--- config.mk ---
export PLATFORM = sky130hd
export DESIGN_NAME = sid_i2s_out
export DESIGN_NICKNAME = d
export VERILOG_FILES = /design/src/rtl/sid_i2s_out.sv
export SDC_FILE = /design/constraint.sdc
export NUM_CORES = 2
export LEC_CHECK = 0
export BUFFER_PORTS_ARGS = -buffer_cell sky130_fd_sc_hd__buf_2
export CORE_MARGIN = 1.5
export CORE_UTILIZATION = 44
export DETAILED_ROUTE_END_ITERATION = 10
export GPL_ROUTABILITY_DRIVEN = 0
export GPL_TIMING_DRIVEN = 0
export HOLD_SLACK_MARGIN = 0.05
export PLACE_DENSITY = 0.55
export SYNTH_ARGS = -nofsm -noshare
export SYNTH_HDL_FRONTEND = slang
export SYNTH_SLANG_ARGS = --single-unit
--- constraint.sdc ---
create_clock -name clk -period 39.3 [get_ports clk]
set_input_delay 11.79 -clock clk [delete_from_list [all_inputs] [get_ports clk]]
set_output_delay 11.79 -clock clk [all_outputs]
set_load 0.01 [all_outputs]
--- src/rtl/sid_i2s_out.sv ---
// SID audio output stage: per-channel boxcar average, round/saturate to 16 bits,
// then serialise as a standard I2S stream (lrck low = left, one-bit data delay).
module sid_i2s_out #(
   parameter int unsigned BCLK_DIV = 10,
   parameter int unsigned AVG_LOG2 = 4
) (
   input  logic               clk,
   input  logic               reset,
   input  logic               ce_1m,
   input  logic signed [17:0] audio_l,
   input  logic signed [17:0] audio_r,
   input  logic               mute,
   output logic               i2s_bclk,
   output logic               i2s_lrck,
   output logic               i2s_data,
   output logic signed [15:0] pcm_l,
   output logic signed [15:0] pcm_r,
   output logic               frame_strobe
);

   localparam int unsigned Depth = 1 << AVG_LOG2;
   localparam int unsigned SumW  = 18 + AVG_LOG2;

   logic signed [17:0]     buf_l_q [Depth];
   logic signed [17:0]     buf_r_q [Depth];
   logic signed [SumW-1:0] sum_l_q;
   logic signed [SumW-1:0] sum_r_q;
   logic [AVG_LOG2-1:0]    ptr_q;

   logic [7:0]  div_q;
   logic [4:0]  bit_q;
   logic [4:0]  bit_d;
   // Holds the 31 bits still to be sent; the first bit goes straight to i2s_data at load.
   logic [30:0] shift_q;

   logic               bclk_tc;
   logic               bclk_fall;
   logic signed [15:0] word_l;
   logic signed [15:0] word_r;

   // avg = floor(sum / depth); word = floor((avg + 2) / 4), clamped to 16 bits.
   function automatic logic signed [15:0] sat_word(input logic signed [SumW-1:0] sum);
      logic signed [17:0] avg;
      logic signed [18:0] rnd;
      logic signed [18:0] w;
      avg = 18'(sum >>> AVG_LOG2);
      rnd = {avg[17], avg} + 19'd2;
      w   = rnd >>> 2;
      if (w > 19'sd32767) begin
         sat_word = 16'sh7fff;
      end else if (w < -19'sd32768) begin
         sat_word = 16'sh8000;
      end else begin
         sat_word = w[15:0];
      end
   endfunction

   assign bclk_tc   = (div_q == 8'(BCLK_DIV - 1));
   assign bclk_fall = bclk_tc & i2s_bclk;
   assign bit_d     = bit_q + 5'd1;

   // Words to load this cycle, taken from the registered (pre-update) sums.
   always_comb begin
      word_l = '0;
      word_r = '0;
      if (!mute) begin
         word_l = sat_word(sum_l_q);
         word_r = sat_word(sum_r_q);
      end
   end

   // Moving-average buffers and running sums, advanced on each sample strobe.
   always_ff @(posedge clk or posedge reset) begin
      if (reset) begin
         buf_l_q <= '{default: '0};
         buf_r_q <= '{default: '0};
         sum_l_q <= '0;
         sum_r_q <= '0;
         ptr_q   <= '0;
      end else if (ce_1m) begin
         sum_l_q        <= sum_l_q + SumW'(audio_l) - SumW'(buf_l_q[ptr_q]);
         sum_r_q        <= sum_r_q + SumW'(audio_r) - SumW'(buf_r_q[ptr_q]);
         buf_l_q[ptr_q] <= audio_l;
         buf_r_q[ptr_q] <= audio_r;
         ptr_q          <= ptr_q + AVG_LOG2'(1);
      end
   end

   // Bit-clock divider, bit counter, serialiser and PCM word latch.
   always_ff @(posedge clk or posedge reset) begin
      if (reset) begin
         div_q        <= '0;
         bit_q        <= '0;
         shift_q      <= '0;
         i2s_bclk     <= 1'b0;
         i2s_lrck     <= 1'b0;
         i2s_data     <= 1'b0;
         pcm_l        <= '0;
         pcm_r        <= '0;
         frame_strobe <= 1'b0;
      end else begin
         frame_strobe <= 1'b0;
         if (bclk_tc) begin
            div_q    <= '0;
            i2s_bclk <= ~i2s_bclk;
         end else begin
            div_q <= div_q + 8'd1;
         end
         if (bclk_fall) begin
            bit_q    <= bit_d;
            i2s_lrck <= bit_d[4];
            if (bit_d == 5'd1) begin
               shift_q      <= {word_l[14:0], word_r};
               i2s_data     <= word_l[15];
               pcm_l        <= word_l;
               pcm_r        <= word_r;
               frame_strobe <= 1'b1;
            end else begin
               shift_q  <= {shift_q[29:0], 1'b0};
               i2s_data <= shift_q[30];
            end
         end
      end
   end

endmodule
# After elaboration in Yosys (flattened, before gate mapping)
# Cells that the tools add are included.
[word_totals] output_inout_bits=36 register_bits=704 input_bits=40
[classes] addsub=9 reduce_logical=2 bitwise=3 n_eq_ne=2 order_cmp=6 muxes=21
[ops] operator="bitwise mux 288 bit" count=2
[ops] operator="binary-select mux 18 bit (select 4 bit)" count=2
[ops] operator="2-to-1 mux 16 bit" count=6
[ops] operator="2-to-1 mux 18 bit" count=5
[ops] operator="demux 18 bit (select 4 bit)" count=1
[ops] operator="adder 22 x 18 -> 22 bit" count=2
[ops] operator="subtractor 22 x 18 -> 22 bit" count=2
[ops] operator="adder 18 x 3 -> 19 bit, second input constant" count=2
[ops] operator="> comparator 17 x 16 -> 1 bit, second input constant" count=2
[ops] operator="< comparator 17 x 16 -> 1 bit, second input constant" count=2
[ops] operator="2-to-1 mux 31 bit" count=1
[ops] operator="adder 8 x 1 -> 8 bit, second input constant" count=1
[ops] operator="== test 8 x 4 -> 1 bit, second input constant" count=1
[ops] operator="2-to-1 mux 8 bit" count=1
[ops] operator="adder 5 x 1 -> 5 bit, second input constant" count=1
[ops] operator="== test 5 x 1 -> 1 bit, second input constant" count=1
[ops] operator="greater-or-equal comparator 5 bit, second input constant" count=1
[ops] operator="< comparator 5 x 1 -> 1 bit, second input constant" count=1
[ops] operator="inverter 4 -> 5 bit" count=1
[ops] operator="adder 4 x 1 -> 4 bit, second input constant" count=1
[ops] operator="2-to-1 mux 1 bit" count=3
[ops] operator="AND reduction 2 bit" count=1
[ops] operator="AND 1 bit" count=1
[ops] operator="logical AND 1 bit" count=1
[ops] operator="inverter 1 bit" count=1

# Longest topological paths before layout
[depth] word_depth=6 ltp_mapped=17 depth_no_buf=14

# Worst setup path after synthesis
# Ideal clock, no wire load.
[synth_timing] kind="in2reg" from="in audio_r[1]" to="reg sum_r_q[20]" path_buffers=1 arrival_time_ns=14.573 slack_ns=24.595 required_ns=39.168 stages=12 setup_ns=0.132 cell_sequence="inv_1 clkbuf_1 fa_1 inv_1 fa_1 a211oi_1 o21a_1 o21ai_0 a21oi_1 nor3b_1 o31ai_1 or3b_1"
[synth_between] elab_chain_len=2
[synth_rtl] element="start: declaration" line_no="11" source="input logic signed [17:0] audio_r,"
[synth_rtl] element="adder 22 x 18 -> 22 bit" line_no="82" source="sum_r_q <= sum_r_q + SumW'(audio_r) - SumW'(buf_r_q[ptr_q]);"
[synth_rtl] element="subtractor 22 x 18 -> 22 bit" line_no="82"
[synth_rtl] element="end signal: assignment" line_no="82"
[synth_rtl] element="end: declaration" line_no="27" source="logic signed [SumW-1:0] sum_r_q;"
# Every way passes these cells.
# A chain may end at the register's enable or synchronous reset.

# Worst setup path after layout
# Ends and elaborated chain as after synthesis.

==> results.ini <==
[floorplanning]
rows = 101
start_util_pct = 44.6
die_h_um = 281
fp.dieW_um = 281
io_pins = 76
core_um2 = 76200
dieArea_um2 = 79000

[route]
vias = 24000
wl_met1_mm = 42.5
top_layer_used = met4
drc = 0
firstDrtPassIters = 6
wl_met2_mm = 48.0
ant_nets = 0
vias_per_cell = 5.82
drt_wl_total_mm = 102
first_iter_violations = 1875
met3_length_mm = 7.60
post_drt_wl_per_cell_um = 24.7

[power]
switchingPower_mw = 1.72
swShare_pct = 40.5
p_seq_share_pct = 29.2
cellPowerDensity_nw_per_um2 = 110
ir_drop_v = 0.0000556
internal-power_mw = 2.52
pwr-share-clk_pct = 17.8
leakagePower_nw = 17.4
pwr-share-comb_pct = 53.0

[global_routing]
grt.total_usage_pct = 26.4
grt_max_degree = 125
grt_pass1_wl_mm = 154
grt-ovfl-total = 0
antenna_found_initial = 2
grt_pass1_vias = 24400

[sta]
final_max_slew_viol_count = 0
finalCritPeriodShare_pct = 38.3
rsz0062_at_grt = no
min_period_ps = 15040
fin_skew_ps = 26.3
max-slew-margin-rel_pct = 10.2
finalHoldViolCount = 0
worst_pin_slew_ps = 1350
tns_ps = 0
setup_viol = 0
final.setup.worst_slack_ps = 24260
fmax_ghz = 0.0665

[synth]
netlist_area_um2 = 34000
seq_area_frac_synth_pct = 51.7
avgSynthCellArea_um2 = 11.8
synth_cells = 2877
ys_async_sr_fraction_pct = 100
synth_nets = 3015
yosysUniqueCellTypes = 62
yosys_register_bits = 703
synth_edf_count = 0
synth_ff_type = dfrtp_1
yosysWarningCount = 0

[setup_path]
path_buf_inv = 4
required_ps = 39800
startpoint_type = input pin
path_max_fanout = 10
path_cells = buf_2, inv_1, clkbuf_1, fa_1, inv_1, fa_1, a211oi_1, o21a_1, o21ai_0, a21oi_1, nor3b_1, o31ai_1, or3b_1
r2r_slack_ps = 32740
crit_type = input pin to flip-flop
max_stage_delay_ps = 580
cp.arrival_ps = 15530
critPathTopFamily = compound AO/OA/AOI/OAI gates
cp-end-kind = flip-flop
cp_slowest_cell = fa_1

[place]
post-place-ws_ps = 23690
place_inst = 3988
hpwl_mm = 72.0
place_area_um2 = 35800
port_buffers = 75

[layout]
drive_above_1_share_pct = 21.3
finalNonFillerCells = 4131
final_net_count = 3176
synthToLayoutAreaGrowth_pct = 13.2
final_common_cell = dfrtp_1
final_area_um2 = 38500
fill_cells = 6768
antenna_cells = 0
most-common-layout-cells = 703 x dfrtp_1, 433 x nand2_1, 400 x o21ai_0

[clocking]
insertion_delay_ps = 640
root_buffer = clkbuf_16
post_cts_buffers = 0
cts_buffer_depth = 3
cts_buffers = 78
cts_htree_levels = 3
cts_hold_buf = 0
cts.repair.resized = 0
cts_tree = yes
cts.sinks = 703
clk_transition_reported_paths_ps = 60

[worst_hold_path]
min_path_type = flip-flop to flip-flop

[job]
maxCapViolations = 0

[outcome]
status = completed

[layout make-up]
type	instances	area [um2]	share of cell area [%]
plain buffers	209	816	2.12
clock buffers	117	2320	6.03
clock inverters	26	318	0.826
inverters	166	631	1.64
multi-input cells	1799	15000	38.9
flip-flops and latches	703	17600	45.7
well taps	1030	1290	3.35
repair buffers	81	541	1.40
[per-stage QoR]
step | power, mW | utilization, % | hold slack, ps
5_1_grt | 4.54 | 50.5 | 485
3_5_place_dp | 3.47 | 47.0 | 460
2_1_floorplan | 2.87 | - | 440
3_3_place_gp | 3.40 | 46.8 | 454
6_report | 4.24 | 50.5 | 467
4_1_cts | 4.23 | 50.5 | 473
[cell families after synthesis]
family	after synthesis	synth area share, %
buffers and inverters	375	4.23
muxes	432	20.2
and+or+nand+nor	625	7.89
AOI/OAI and AO/OA	580	9.79
DFF	703	51.7
xor gates and xnor gates	64	1.65
adders and majority gates	98	4.53
[power by group through the flow]
stage / Combinational (mW) / Sequential, mW / Clock, mW
finish: 2.25 / 1.24 / 0.753
detailed placement: 2.23 / 1.25 / 0
floorplan: 1.67 / 1.20 / 0
global placement: 2.17 / 1.23 / 0
global route: 2.47 / 1.27 / 0.796
CTS: 2.23 / 1.23 / 0.766
[routing by layer]
metal	vias up	track usage [%]
li1	10500	-
met1	12500	34.9
met2	824	42.4
met3	218	5.79
met4	0	10.6
met5	-	0
[final timing paths]
| path | to | cells after the start | startpoint |
|---|---|---|---|
| max in group asynchronous | buf_r_q[99] | 6 | reset |
| min in group asynchronous | div_q[7] | 2 | reset |
| worst max register to register | sum_r_q[20] | 15 | ptr_q[0] |
| worst min register to register | pcm_r[7] | 1 | pcm_r[7] |
| worst max-delay path | sum_r_q[20] | 13 | audio_r[1] |
| worst min-delay path | pcm_r[7] | 1 | pcm_r[7] |
[state kept, by name, summed over array words and instances (netlist names)]
register / count
buf_l_q: 288
i2s_bclk: 1
i2s_data: 1
buf_r_q: 288
div_q: 8
sum_l_q: 22
pcm_r: 16
pcm_l: 16
bit_q: 4
sum_r_q: 22
i2s_lrck: 1
frame_strobe: 1
shift_q: 31
ptr_q: 4
[cell usage after synthesis, drive strengths merged, types with 2 or more instances]
master	instances	area [um2]
dfrtp	703	17600
nand2	433	1630
o21ai	405	2030
mux2	234	2640
mux4	180	4050
clkbuf	166	623
inv	165	619
nor2	69	287
ha	56	701
xnor2	52	455
buf	43	191
fa	42	841
a21oi	40	200
nand3	30	163
a21o	28	210
a221o	24	240
nor3	22	110
mux2i	18	180
nand4	15	93.8
and3	14	87.6
a211oi	13	97.6
xor2	12	105
o21bai	10	75.1
a31oi	8	50.1
o31ai	8	60.1
a22oi	7	52.6
and2	7	43.8
a211o	6	52.6
o22ai	6	37.5
and4	5	43.8
nor3b	5	42.5
a21boi	4	30.0
nand2b	4	25.0
nor2b	4	25.0
nor4	4	25.0
o221ai	4	35.0
nand3b	3	22.5
o21a	3	22.5
o221a	3	33.8
or3	3	18.8
a2111oi	2	17.5
nand4b	2	17.5
o211ai	2	15.0
o311ai	2	17.5
or2	2	12.5
[worst register-to-register path, stage by stage (launching register included)]
cell and delay (ps):
dfrtp_1 390, clkbuf_1 200, buf_2 410, buf_1 1010, mux4_2 680, mux4_2 520
fa_1 490, inv_1 70, fa_1 480, a211oi_1 430, o21a_1 260, o21ai_0 150
a21oi_1 540, nor3b_1 170, o31ai_1 240, or3b_1 380
Note: power is estimated with default switching activity, not from simulation.
